`config.mk`:
```
export PLATFORM = sky130hd
export DESIGN_NAME = taxi_irq_collect_flat
export DESIGN_NICKNAME = d
export VERILOG_FILES = /design/src/rtl/taxi_irq_collect_pkg.sv /design/src/rtl/taxi_axis_if.sv /design/src/rtl/taxi_irq_rr_sel.sv /design/src/rtl/taxi_irq_collect.sv /design/src/flat_wrapper.sv
export SDC_FILE = /design/constraint.sdc
export NUM_CORES = 1
export LEC_CHECK = 0
export BUFFER_PORTS_ARGS = -buffer_cell sky130_fd_sc_hd__buf_4
export CORE_UTILIZATION = 55
export CTS_CLUSTER_SIZE = 28
export DETAILED_ROUTE_END_ITERATION = 6
export GPL_TIMING_DRIVEN = 0
export PLACE_DENSITY = 0.86
export SYNTH_ARGS = -nofsm -noshare
export SYNTH_HDL_FRONTEND = slang
export SYNTH_HIERARCHICAL = 1
export SYNTH_SLANG_ARGS = --single-unit
```
`constraint.sdc`:
```
create_clock -name clk -period 4.2 [get_ports clk]
set_input_delay 0 -clock clk [delete_from_list [all_inputs] [get_ports clk]]
set_output_delay 0 -clock clk [all_outputs]
set_load 0.03 [all_outputs]
```
`src/rtl/taxi_irq_collect_pkg.sv`:
```
// taxi_irq_collect_pkg
//   Shared helpers for the interrupt collector and its round-robin selector.
//   No ports; imported by taxi_irq_collect and taxi_irq_rr_sel.
package taxi_irq_collect_pkg;

    // Width needed to hold values 0..v-1, never less than one bit.
    function automatic int clog2_min1(input int v);
        return (v <= 1) ? 1 : $clog2(v);
    endfunction

endpackage

```
`src/rtl/taxi_axis_if.sv`:
```
// taxi_axis_if
//   Minimal AXI-stream bundle.
//   src modport: drives tdata/tkeep/tvalid/tlast/tid/tdest/tuser, samples tready.
//   snk modport: the mirror image.
interface taxi_axis_if #(
    parameter int DATA_W = 8,
    parameter int KEEP_W = (DATA_W + 7) / 8,
    parameter int ID_W   = 1,
    parameter int DEST_W = 1,
    parameter int USER_W = 1
);
    logic [DATA_W-1:0] tdata;
    logic [KEEP_W-1:0] tkeep;
    logic              tvalid;
    logic              tready;
    logic              tlast;
    logic [ID_W-1:0]   tid;
    logic [DEST_W-1:0] tdest;
    logic [USER_W-1:0] tuser;

    modport src (output tdata, tkeep, tvalid, tlast, tid, tdest, tuser, input tready);
    modport snk (input tdata, tkeep, tvalid, tlast, tid, tdest, tuser, output tready);
endinterface

```
`src/rtl/taxi_irq_rr_sel.sv`:
```
// taxi_irq_rr_sel
//   Combinational round-robin pick: first set bit of req searching upward
//   from (last+1) mod N, wrapping.
//   req   in  N      request vector
//   last  in  SEL_W  index granted most recently
//   valid out 1      some request is set
//   index out SEL_W  chosen request (always < N)
module taxi_irq_rr_sel
    import taxi_irq_collect_pkg::*;
#(
    parameter int N = 32,
    localparam int SEL_W = clog2_min1(N)
) (
    input  logic [N-1:0]     req,
    input  logic [SEL_W-1:0] last,
    output logic             valid,
    output logic [SEL_W-1:0] index
);
    logic [2*N-1:0] dbl;
    int             start;
    logic           found;

    assign dbl = {req, req};

    // Window [start, start+N) over the doubled vector sees every bit exactly
    // once in rotated order, so the lowest hit is the round-robin winner.
    always_comb begin
        start = (int'(last) >= N - 1) ? 0 : int'(last) + 1;
        found = 1'b0;
        index = '0;
        for (int j = 0; j < 2 * N; j++) begin
            if (!found && j >= start && j < start + N && dbl[j]) begin
                found = 1'b1;
                index = SEL_W'((j >= N) ? j - N : j);
            end
        end
        valid = found;
    end
endmodule

```
`src/rtl/taxi_irq_collect.sv`:
```
// taxi_irq_collect
//   Gathers raw interrupt lines into a pending register and issues one
//   vector index per beat on an AXI stream, round-robin, with an optional
//   minimum gap between grants. Repeat requests coalesce while pending.
//   clk          in   1            clock
//   rst          in   1            async active-high reset
//   irq_in       in   IRQ_N        request lines (high = one request)
//   enable       in   1            grant enable (pending still accumulates)
//   m_axis_irq   src  IRQ_INDEX_W  interrupt index stream
//   irq_pending  out  IRQ_N        pending register
module taxi_irq_collect
    import taxi_irq_collect_pkg::*;
#(
    parameter int IRQ_N   = 32,
    parameter int IRQ_GAP = 0
) (
    input  logic             clk,
    input  logic             rst,
    input  logic [IRQ_N-1:0] irq_in,
    input  logic             enable,
    taxi_axis_if.src         m_axis_irq,
    output logic [IRQ_N-1:0] irq_pending
);
    localparam int IRQ_INDEX_W = m_axis_irq.DATA_W;
    localparam int GAP_W       = clog2_min1(IRQ_GAP + 1);
    localparam int SEL_W       = clog2_min1(IRQ_N);

    if (IRQ_INDEX_W > 11 || (2 ** IRQ_INDEX_W) < IRQ_N) begin : g_bad_cfg
        $fatal(1, "taxi_irq_collect: index width cannot address IRQ_N vectors");
    end

    // Reset asserts at once, releases two clocks after rst falls.
    logic [1:0] rst_sync_q, rst_sync_d;
    logic       rst_int;

    assign rst_sync_d = {rst_sync_q[0], 1'b0};

    always_ff @(posedge clk or posedge rst) begin
        if (rst) rst_sync_q <= 2'b11;
        else     rst_sync_q <= rst_sync_d;
    end

    assign rst_int = rst_sync_q[1];

    logic [IRQ_N-1:0]       pending_q, pending_d;
    logic                   tvalid_q, tvalid_d;
    logic [IRQ_INDEX_W-1:0] tdata_q, tdata_d;
    logic [SEL_W-1:0]       last_q, last_d;
    logic [GAP_W-1:0]       gap_q, gap_d;

    logic                   sel_valid;
    logic [SEL_W-1:0]       sel_idx;
    logic                   grant;
    logic [IRQ_N-1:0]       grant_vec;

    taxi_irq_rr_sel #(.N(IRQ_N)) u_sel (
        .req   (pending_q),
        .last  (last_q),
        .valid (sel_valid),
        .index (sel_idx)
    );

    // Only the registered pending set competes; this cycle's irq_in waits.
    assign grant = enable && (gap_q == '0) && (!tvalid_q || m_axis_irq.tready) && sel_valid;

    always_comb begin
        grant_vec = '0;
        if (grant) grant_vec[sel_idx] = 1'b1;

        // A request arriving with its own grant re-arms the bit.
        pending_d = irq_in | (pending_q & ~grant_vec);

        tvalid_d = tvalid_q;
        tdata_d  = tdata_q;
        last_d   = last_q;
        if (grant) begin
            tvalid_d = 1'b1;
            tdata_d  = IRQ_INDEX_W'(sel_idx);
            last_d   = sel_idx;
        end else if (m_axis_irq.tready) begin
            tvalid_d = 1'b0;
        end

        if (grant)              gap_d = GAP_W'(IRQ_GAP);
        else if (gap_q != '0)   gap_d = gap_q - 1'b1;
        else                    gap_d = gap_q;
    end

    always_ff @(posedge clk or posedge rst_int) begin
        if (rst_int) begin
            pending_q <= '0;
            tvalid_q  <= 1'b0;
            tdata_q   <= '0;
            last_q    <= SEL_W'(IRQ_N - 1);
            gap_q     <= '0;
        end else begin
            pending_q <= pending_d;
            tvalid_q  <= tvalid_d;
            tdata_q   <= tdata_d;
            last_q    <= last_d;
            gap_q     <= gap_d;
        end
    end

    assign m_axis_irq.tvalid = tvalid_q;
    assign m_axis_irq.tdata  = tdata_q;
    assign m_axis_irq.tlast  = 1'b1;
    assign m_axis_irq.tkeep  = '1;
    assign m_axis_irq.tid    = '0;
    assign m_axis_irq.tdest  = '0;
    assign m_axis_irq.tuser  = '0;
    assign irq_pending       = pending_q;
endmodule

```
`src/flat_wrapper.sv`:
```
// flat-port wrapper written by rule: the top's interface ports become plain ports
module taxi_irq_collect_flat import taxi_irq_collect_pkg::*;
#(
    parameter int IRQ_N   = 32,
    parameter int IRQ_GAP = 0
)
  (clk, rst, irq_in, enable, irq_pending, m_axis_irq_tdata, m_axis_irq_tkeep, m_axis_irq_tvalid, m_axis_irq_tlast, m_axis_irq_tid, m_axis_irq_tdest, m_axis_irq_tuser, m_axis_irq_tready);
  taxi_axis_if #(.DATA_W((5))) m_axis_irq_i ();
  input  logic clk;
  input  logic rst;
  input  logic [IRQ_N-1:0] irq_in;
  input  logic enable;
  output logic [IRQ_N-1:0] irq_pending;
  output wire logic [$bits(m_axis_irq_i.tdata)-1:0] m_axis_irq_tdata;
  output wire logic [$bits(m_axis_irq_i.tkeep)-1:0] m_axis_irq_tkeep;
  output wire logic [$bits(m_axis_irq_i.tvalid)-1:0] m_axis_irq_tvalid;
  output wire logic [$bits(m_axis_irq_i.tlast)-1:0] m_axis_irq_tlast;
  output wire logic [$bits(m_axis_irq_i.tid)-1:0] m_axis_irq_tid;
  output wire logic [$bits(m_axis_irq_i.tdest)-1:0] m_axis_irq_tdest;
  output wire logic [$bits(m_axis_irq_i.tuser)-1:0] m_axis_irq_tuser;
  input wire logic [$bits(m_axis_irq_i.tready)-1:0] m_axis_irq_tready;
  assign m_axis_irq_tdata = m_axis_irq_i.tdata;
  assign m_axis_irq_tkeep = m_axis_irq_i.tkeep;
  assign m_axis_irq_tvalid = m_axis_irq_i.tvalid;
  assign m_axis_irq_tlast = m_axis_irq_i.tlast;
  assign m_axis_irq_tid = m_axis_irq_i.tid;
  assign m_axis_irq_tdest = m_axis_irq_i.tdest;
  assign m_axis_irq_tuser = m_axis_irq_i.tuser;
  assign m_axis_irq_i.tready = m_axis_irq_tready;
  taxi_irq_collect #(.IRQ_N(IRQ_N), .IRQ_GAP(IRQ_GAP)) u_core (.clk(clk), .rst(rst), .irq_in(irq_in), .enable(enable), .m_axis_irq(m_axis_irq_i), .irq_pending(irq_pending));
endmodule
```
==> results of run 1 <==
==> metrics by stage <==
step	area (um^2)	setup slack, ns
2_1_floorplan	4450	-0.0258
3_3_place_gp	5120	-1.16
3_5_place_dp	5120	-1.32
4_1_cts	6540	-0.0898
==> cells in the mapped netlist, types with 3 or more instances <==
library cell	count	area [um^2]
o21a_1	5	37.5
nand2_1	53	199
or2_2	3	18.8
and2_1	4	25.0
a31oi_1	8	50.1
mux2_2	10	113
a311oi_1	5	43.8
or3_1	4	25.0
nor2b_1	7	43.8
o21ai_1	4	20.0
o21ai_0	29	145
and3_1	5	31.3
buf_6	3	33.8
a21o_1	6	45.0
a21oi_1	68	340
o211ai_1	9	67.6
nand4_1	6	37.5
inv_1	20	75.1
o22ai_1	3	18.8
nor3b_1	4	30.0
nand4b_1	3	26.3
clkbuf_1	7	26.3
a21oi_2	3	26.3
dfrtp_1	38	951
a21boi_0	6	45.0
buf_4	7	52.6
or3b_1	3	26.3
nor4_1	3	18.8
ha_1	4	50.1
a31o_2	4	35.0
dfstp_2	7	184
nor2_1	91	342
nor3_1	15	75.1
nand3b_1	5	37.5
nand2b_1	8	50.1
nand3_1	18	90.1
o31ai_1	4	30.0
o211a_1	4	40.0
buf_2	10	50.1
==> metal layers <==
metal  global-route usage (%)  overflow
met5                     19.9         0
met4                     69.2         6
met3                     48.2         0
met2                     91.2        11
met1                     69.8         1
==> kinds of logic after synthesis <==
logic type | Yosys count | synth area share [%]
AO/OA/AOI/OAI | 188 | 28.8
XOR/XNOR | 3 | 0.966
adder cells (fa/ha/maj) | 4 | 1.17
buffers and inverters | 48 | 5.68
flip-flops | 45 | 26.6
multiplexers | 14 | 3.72
other | 2 | 0.176
AND/OR/NAND/NOR | 259 | 32.9
==> repair_timing <==
| item | in CTS |
|---|---|
| setup endpoints to repair | 42 |
| hold endpoints to repair | 34 |
| gates resized for setup | 110 |
| hold buffers | 33 |
| pin swaps | 36 |
| setup buffers | 64 |
==> flow_metrics.env, run 1 <==
export IMPL_synth_edf_count=0
export IMPL_stop_stage="global routing (5_1_grt)"
export IMPL_ys_types=92
export IMPL_status="aborted with a tool error"
export IMPL_fp_dieW_um=90.2
export IMPL_ys_seq_area_share_pct=26.6
export IMPL_avgSynthCellArea_um2=7.59
export IMPL_clock_path_buffers=2
export IMPL_cts_buffers=5
export IMPL_netlist_instances=563
export IMPL_dp_cells=739
export IMPL_track_usage_pct=69.8
export IMPL_root_buffer="clkbuf_8"
export IMPL_error="[ERROR GRT-0232] Routing congestion too high. Check the congestion heatmap in the GUI."
export IMPL_dp_final_hpwl_um=12300
export IMPL_grt_max_degree=44
export IMPL_synthFlopType="dfrtp_1"
export IMPL_die_y_um=90.2
export IMPL_initial_utilization_pct=58.0
export IMPL_io_pins=79
export IMPL_postGrtWorstEndpoint="u_core/irq_pending[26]$_DFF_PP0_/D"
export IMPL_routabilityCongestion=1.05
export IMPL_clock_sinks=45
export IMPL_synth_async_sr_flop_share_pct=100
export IMPL_htree_levels=2
export IMPL_ys_ff_latch=45
export IMPL_synth_warnings=6
export IMPL_fp_row_count=31
export IMPL_endpoint_type="register input"
export IMPL_grt_overflow_total=18
export IMPL_io_buffers=73
export IMPL_syn_area_um2=4270
==> run 2: changes to the inputs <==
--- a/config.mk
+++ b/config.mk
@@ -6,11 +6,10 @@
 export NUM_CORES = 1
 export LEC_CHECK = 0
 export BUFFER_PORTS_ARGS = -buffer_cell sky130_fd_sc_hd__buf_4
-export CORE_UTILIZATION = 55
-export CTS_CLUSTER_SIZE = 28
+export CORE_UTILIZATION = 40
 export DETAILED_ROUTE_END_ITERATION = 6
 export GPL_TIMING_DRIVEN = 0
-export PLACE_DENSITY = 0.86
+export PLACE_DENSITY_LB_ADDON = 0.15
 export SYNTH_ARGS = -nofsm -noshare
 export SYNTH_HDL_FRONTEND = slang
 export SYNTH_HIERARCHICAL = 1
==> run 2 against run 1 <==
The flow now finishes, with violations (negative setup slack). Synthesized area is the same. Synthesized cell count is the same.
==> flow_metrics.env, run 2 <==
export IMPL_status="finished, violations left"
export IMPL_failed_checks="negative setup slack"
export IMPL_maxUsedRoutingLayer="met4"
export IMPL_min_period_over_period_pct=106
export IMPL_crit_end="u_core/irq_pending[9]"
export IMPL_io_buffers=73
export IMPL_synth_warnings=6
export IMPL_remaining_drc_errors=0
export IMPL_crit_cells=16
export IMPL_synthTopCellsByCount="nor2_1, a21oi_1, nand2_1"
export IMPL_slowest_delay_ns=0.62
export IMPL_worst_slack_ns=-0.269
export IMPL_path_cells="ha_4 > buf_8 > buf_4 > nand2_1 > nor3_1 > o21ai_2 > a31oi_4 > nor4_4 > nand4_4 > buf_8 > nor2_4 > or3_4 > or4b_4 > or3b_4 > nor2_1 > a21oi_1"
export IMPL_largest_reg_flops=32
export IMPL_antennaDiodeCount=0
export IMPL_clock_path_buffers=2
export IMPL_ir_drop_mv=0.432
export IMPL_crit_required_ns=4.40
export IMPL_mostFrequentLayoutCell="buf_4"
export IMPL_post_drt_wl_per_cell_um=20.9
export IMPL_dp_final_hpwl_um=12800
export IMPL_dpl_cell_area_um2=5170
export IMPL_maxSlewViolCount=0
export IMPL_final_setup_skew_ns=0.00349
export IMPL_rr_startpoint="u_core/last_q[0]"
export IMPL_clock_latency_ns=0.31
export IMPL_synth_async_sr_flop_share_pct=100
export IMPL_track_usage_pct=33.6
export IMPL_worst_pin_slew_ns=0.901
export IMPL_startpoint="u_core/last_q[0]"
export IMPL_htree_levels=2
export IMPL_slew_headroom_pct=39.9
export IMPL_fp_dieW_um=105
export IMPL_rrSetupSlack_ns=-0.27
export IMPL_fp_row_count=37
export IMPL_regArea_um2=1130
export IMPL_avgSynthCellArea_um2=7.59
export IMPL_ys_seq_area_share_pct=26.6
export IMPL_synth_top_area_share_pct=22.2
export IMPL_tritoncts="done"
export IMPL_post_drt_via_cell_ratio=6.07
export IMPL_crit_fanout=9
export IMPL_final_setup_viol_count=34
export IMPL_p_per_area_nw_per_um2=637
export IMPL_fin_cells=889
export IMPL_cp_slowest_cell="or4b_4"
export IMPL_ys_types=92
export IMPL_final_cell_mix="buf_4, nor2_1, nand2_1, a21oi_1, dfrtp_1"
export IMPL_dr_wl_met3_um=1690
export IMPL_fmax_mhz=224
export IMPL_cap_violations=0
export IMPL_multi_input_area_um2=3640
export IMPL_routabilityCongestion=0.982
export IMPL_antenna_found_initial=0
export IMPL_syn_area_um2=4270
export IMPL_grt_first_pass_wirelength_um=28200
export IMPL_cellLeakagePower_nw=2.82
export IMPL_final_area_um2=6980
export IMPL_firstDrtPassIters=5
export IMPL_ys_ff_latch=45
export IMPL_worst_path_buf_inv=3
export IMPL_final_util_pct=67.6
export IMPL_worstSetupStartpointType="register"
export IMPL_hp_class="in2reg"
export IMPL_period_minus_slack_ns=4.47
export IMPL_core_area_um2=10300
export IMPL_initial_utilization_pct=41.4
export IMPL_hold_viol_final=0
export IMPL_grt_overflow_total=0
export IMPL_drt_iter0_drc=432
export IMPL_path_common_cell="buf_8"
export IMPL_cts_buffers=5
export IMPL_fillerInstances=865
export IMPL_crit_path_end_kind="register"
export IMPL_grt_pass1_vias=5185
export IMPL_worstRegToRegCells=16
export IMPL_rsz0062_at_grt="yes"
export IMPL_yosysMostFrequentCell="nor2_1"
export IMPL_synth_top_cell_by_area="dfrtp_1"
export IMPL_grt_max_degree=44
export IMPL_vias=5400
export IMPL_drive_above_1_share_pct=43.4
export IMPL_synth_edf_count=0
export IMPL_wl_um=18600
export IMPL_rr_endpoint="u_core/irq_pending[9]"
export IMPL_route_met2_wl_um=8370
export IMPL_worst_hold_slack_ns=0.110
export IMPL_die_y_um=105
export IMPL_synthTopCellsByArea="dfrtp_1, nor2_1, a21oi_1"
export IMPL_nets=792
export IMPL_detail_route_wirelength_met1_um=7850
export IMPL_crit_family="simple AND/OR/NAND/NOR gates"
export IMPL_netlist_instances=563
export IMPL_dp_cells=776
export IMPL_power_mw=4.45
export IMPL_dieArea_um2=11100
export IMPL_crit_type="reg2reg"
export IMPL_arrival_ns=4.67
export IMPL_syn2layout_area_growth_pct=63.4
export IMPL_root_buffer="clkbuf_8"
export IMPL_ant_nets=0
export IMPL_clk_pin_slew_worst_paths_ns=0.08
export IMPL_synthFlopType="dfrtp_1"
export IMPL_io_pins=79
export IMPL_hold_depth=3
export IMPL_clock_sinks=45
==> run 2: cell families (layout without fill, tap and decap cells) <==
family                     Yosys count  in the layout  share of synthesized area, %
AOI/OAI and AO/OA                  188            188                          28.8
other                                2              6                         0.176
muxes                               14             14                          3.72
and+or+nand+nor                    259            259                          32.9
buffers and inverters               48            234                          5.68
adders and majority gates            4              4                          1.17
xor gates and xnor gates             3              3                         0.966
DFF                                 45             45                          26.6
==> run 2: how the worst min path moves through the flow <==
stage               startpoint                        to
finish                  enable  u_core/m_axis_irq.tvalid
global route            enable  u_core/m_axis_irq.tvalid
CTS                     enable  u_core/m_axis_irq.tvalid
detailed placement         rst      u_core/rst_sync_q[0]
global placement           rst      u_core/rst_sync_q[0]
floorplan                  rst      u_core/rst_sync_q[0]
==> run 2: what timing repair did <==
item,4_1_cts,5_1_grt
gates resized for setup,106,57
hold endpoints to repair,34,0
setup endpoints to repair,43,41
hold buffers,33,0
pin swaps,48,45
cloned,1,0
setup buffers,64,11
==> run 2: routing by layer <==
metal / vias up / global-route usage, %
met2: 294 / 52.1
li1: 2445 / -
met5: - / 0
met4: 0 / 14.5
met1: 2605 / 44.2
met3: 56 / 8.53
==> run 2: area by class of cell <==
cell class                 count  share of cell area [%]
buffer                        25                    4.19
clock inverter                 2                   0.197
clock buffer                   6                    1.18
sequential                    45                    16.3
timing repair buffer         181                    22.6
tap                          136                    2.44
inverter                      20                    1.08
multi-input combinational    474                    52.1
==> run 2: power breakdown <==
part	switching [mW]	internal [mW]	total, mW	leakage [nW]
clock	0.154	0.133	0.288	0.0512
sequential	0.0987	0.516	0.614	0.430
combinational	1.93	1.61	3.54	2.34
==> run 2: per-stage QoR <==
step / TNS, ns / worst slack (ns)
2_1_floorplan: -0.200 / -0.0258
3_3_place_gp: -43.14 / -1.35
3_5_place_dp: -42.94 / -1.37
6_report: -7.15 / -0.269
4_1_cts: -4.00 / -0.166
5_1_grt: -10.79 / -0.371
==> run 2: worst register-to-register path: stages, from the launching register on <==
cell and delay [ns]:
dfstp_2 0.60, ha_4 0.16, buf_8 0.09, buf_4 0.18, nand2_1 0.24, nor3_1 0.57
o21ai_2 0.16, a31oi_4 0.22, nor4_4 0.10, nand4_4 0.18, buf_8 0.17, nor2_4 0.04
or3_4 0.39, or4b_4 0.62, or3b_4 0.46, nor2_1 0.12, a21oi_1 0.07
No activity file was read; power rests on OpenSTA's default activity.
==> run 3: changes to the inputs <==
--- a/config.mk
+++ b/config.mk
@@ -6,9 +6,11 @@
 export NUM_CORES = 1
 export LEC_CHECK = 0
 export BUFFER_PORTS_ARGS = -buffer_cell sky130_fd_sc_hd__buf_4
+export CAP_MARGIN = 20
 export CORE_UTILIZATION = 40
 export DETAILED_ROUTE_END_ITERATION = 6
 export GPL_TIMING_DRIVEN = 0
+export HOLD_SLACK_MARGIN = 0.12
 export PLACE_DENSITY_LB_ADDON = 0.15
 export SYNTH_ARGS = -nofsm -noshare
 export SYNTH_HDL_FRONTEND = slang
==> constraint.sdc (replaced) <==
create_clock -name clk -period 4.8 [get_ports clk]
set_input_delay 0 -clock clk [delete_from_list [all_inputs] [get_ports clk]]
set_output_delay 0 -clock clk [all_outputs]
set_load 0.03 [all_outputs]
==> run 3 against run 2 <==
Via count shrank 3.2%. The flow now finishes without violations. Flip-flop and latch count is the same. Cell area shrank 13%. Critical path type unchanged. Fmax shrank 4.5%. Core utilization shrank 8.6 points. Die area is the same. Highest routed layer unchanged. Setup slack gained 0.39 ns. Non-clock buffer count shrank 48. Sequential power shrank 12%. Clock-buffer cell count is the same. Final cell count shrank 5.3%.
==> flow_metrics.env, run 3 (synthesis results as in run 2) <==
export IMPL_dp_slack_ns=-1.44
export IMPL_clock_path_buffers=2
export IMPL_final_util_pct=59.0
export IMPL_clock_sinks=45
export IMPL_post_drt_wl_per_cell_um=21.1
export IMPL_firstDrtPassIters=5
export IMPL_rr_endpoint="u_core/irq_pending[3]"
export IMPL_rr_startpoint="u_core/last_q[3]"
export IMPL_grt_first_pass_wirelength_um=26300
export IMPL_worst_slack_ns=0.119
export IMPL_slew_headroom_pct=39.9
export IMPL_crit_path_end_kind="register"
export IMPL_ant_nets=0
export IMPL_cts_buffers=5
export IMPL_dieArea_um2=11100
export IMPL_io_pins=79
export IMPL_track_usage_pct=31.4
export IMPL_hp_class="in2reg"
export IMPL_worstSetupStartpointType="register"
export IMPL_tns_ns=0
export IMPL_wl_um=17800
export IMPL_nets=745
export IMPL_cap_violations=0
export IMPL_final_setup_skew_ns=0.00576
export IMPL_min_period_over_period_pct=97.5
export IMPL_dp_final_hpwl_um=12500
export IMPL_syn2layout_area_growth_pct=42.6
export IMPL_drt_iter0_drc=582
export IMPL_crit_type="reg2reg"
export IMPL_arrival_ns=4.88
export IMPL_htree_levels=2
export IMPL_hp_start="m_axis_irq_tready"
export IMPL_grt_max_degree=44
export IMPL_fillerInstances=914
export IMPL_ir_drop_mv=0.296
export IMPL_fmax_mhz=214
export IMPL_remaining_drc_errors=0
export IMPL_power_switching_mw=1.70
export IMPL_rrSetupSlack_ns=0.12
export IMPL_routabilityCongestion=0.999
export IMPL_whs_endpoint="u_core/m_axis_irq.tvalid"
export IMPL_fp_row_count=37
export IMPL_mostFrequentLayoutCell="buf_4"
export IMPL_clk_pin_slew_worst_paths_ns=0.09
export IMPL_crit_fanout=10
export IMPL_io_buffers=73
export IMPL_sw_frac_of_total_pct=51.8
export IMPL_hold_depth=4
export IMPL_p_per_area_nw_per_um2=539
export IMPL_worst_pin_slew_ns=0.900
export IMPL_p_comb_share_pct=75.8
export IMPL_tritoncts="done"
export IMPL_hold_viol_final=0
export IMPL_vias=5227
export IMPL_cellLeakagePower_nw=2.46
export IMPL_grt_pass1_vias=4708
export IMPL_drive_above_1_share_pct=31.9
export IMPL_share_seq_of_total_power_pct=16.4
export IMPL_initial_utilization_pct=41.4
export IMPL_worstRegToRegCells=20
export IMPL_core_area_um2=10300
export IMPL_clockPowerShare_pct=7.7
export IMPL_largest_reg_flops=32
export IMPL_crit_required_ns=5.00
export IMPL_antennaDiodeCount=0
export IMPL_intPower_mw=1.58
export IMPL_status="complete, no violations"
export IMPL_power_mw=3.28
export IMPL_clock_latency_ns=0.31
export IMPL_maxSlewViolCount=0
export IMPL_period_minus_slack_ns=4.68
export IMPL_fp_dieW_um=105
export IMPL_grt_overflow_total=0
export IMPL_die_y_um=105
export IMPL_root_buffer="clkbuf_8"
export IMPL_antenna_found_initial=0
export IMPL_post_drt_via_cell_ratio=6.21
export IMPL_final_cell_mix="buf_4, nor2_1, a21oi_1, nand2_1, dfrtp_1"
export IMPL_final_setup_viol_count=0
-- run 3: cell count changes in the layout (fill, tap and decap cells not counted), sizes merged --
cell,delta
buf,-50
clkbuf,+1
dlygate4sd3,+1
mux2,+1
-- run 3: cell type report --
class | instances | area, um^2 | area share [%]
Multi-Input combinational cell | 475 | 3270 | 53.7
Sequential cell | 45 | 1130 | 18.6
Timing Repair Buffer | 131 | 1110 | 18.1
Buffer | 27 | 241 | 3.96
Tap cell | 136 | 170 | 2.79
Clock buffer | 6 | 82.6 | 1.35
Inverter | 20 | 75.1 | 1.23
Clock inverter | 2 | 13.8 | 0.226
-- run 3: routing by layer --
metal / track usage (%) / up-vias / wire length, um
met5: 0 / - / 0
met4: 13.9 / 0 / 743
met3: 7.73 / 70 / 1680
met2: 47.2 / 314 / 7810
met1: 42.4 / 2494 / 7560
li1: - / 2349 / -
-- run 3: worst max-delay path, stage by stage, from the launching register on --
cell and delay (ns):
dfstp_2 0.58, buf_6 0.15, clkbuf_8 0.18, and3_4 0.19, ha_4 0.12, buf_6 0.16, nor2_2 0.09, mux2_4 0.33
buf_6 0.18, a21oi_2 0.19, a21boi_4 0.23, a21oi_2 0.10, nand4_4 0.15, buf_4 0.13, nor2_1 0.05, or3_1 0.39
or4b_1 0.48, clkbuf_8 0.21, or3_1 0.45, nor2_1 0.12, a21oi_1 0.07
-- run 3: how the worst max path moves through the flow --
| stage | startpoint | end | cells past startpoint |
|---|---|---|---|
| after floorplan | u_core/last_q[3] | u_core/irq_pending[16] | 19 |
| after global placement | u_core/last_q[3] | u_core/irq_pending[27] | 18 |
| after detailed placement | u_core/last_q[3] | u_core/irq_pending[14] | 18 |
| after CTS | u_core/last_q[3] | u_core/irq_pending[16] | 19 |
| after global routing | u_core/last_q[3] | u_core/irq_pending[10] | 18 |
| final | u_core/last_q[3] | u_core/irq_pending[3] | 20 |
-- run 3: what timing repair did --
item	CTS	global route
gates cloned	0	1
resized for setup	57	46
endpoints found under the hold margin	35	0
hold buffers	34	0
endpoints found under the setup margin	43	32
pin swaps	7	6
setup buffers	16	8
-- run 3: stage by stage --
| stage | hold WS, ns | instances | cell area (um^2) |
|---|---|---|---|
| after floorplan | -0.0885 | 567 | 4290 |
| after global routing | 0.147 | 842 | 6100 |
| after global placement | 0.0326 | 776 | 5010 |
| after CTS | 0.130 | 833 | 5820 |
| after detailed placement | 0.0390 | 776 | 5010 |
| final | 0.146 | 842 | 6100 |
-- run 3: power groups by stage --
stage / clock network [mW] / registers (mW) / logic (mW)
3_3_place_gp: 0 / 0.542 / 1.90
2_1_floorplan: 0 / 0.599 / 1.21
3_5_place_dp: 0 / 0.544 / 1.88
6_report: 0.254 / 0.539 / 2.49
5_1_grt: 0.277 / 0.551 / 2.60
4_1_cts: 0.260 / 0.541 / 2.24
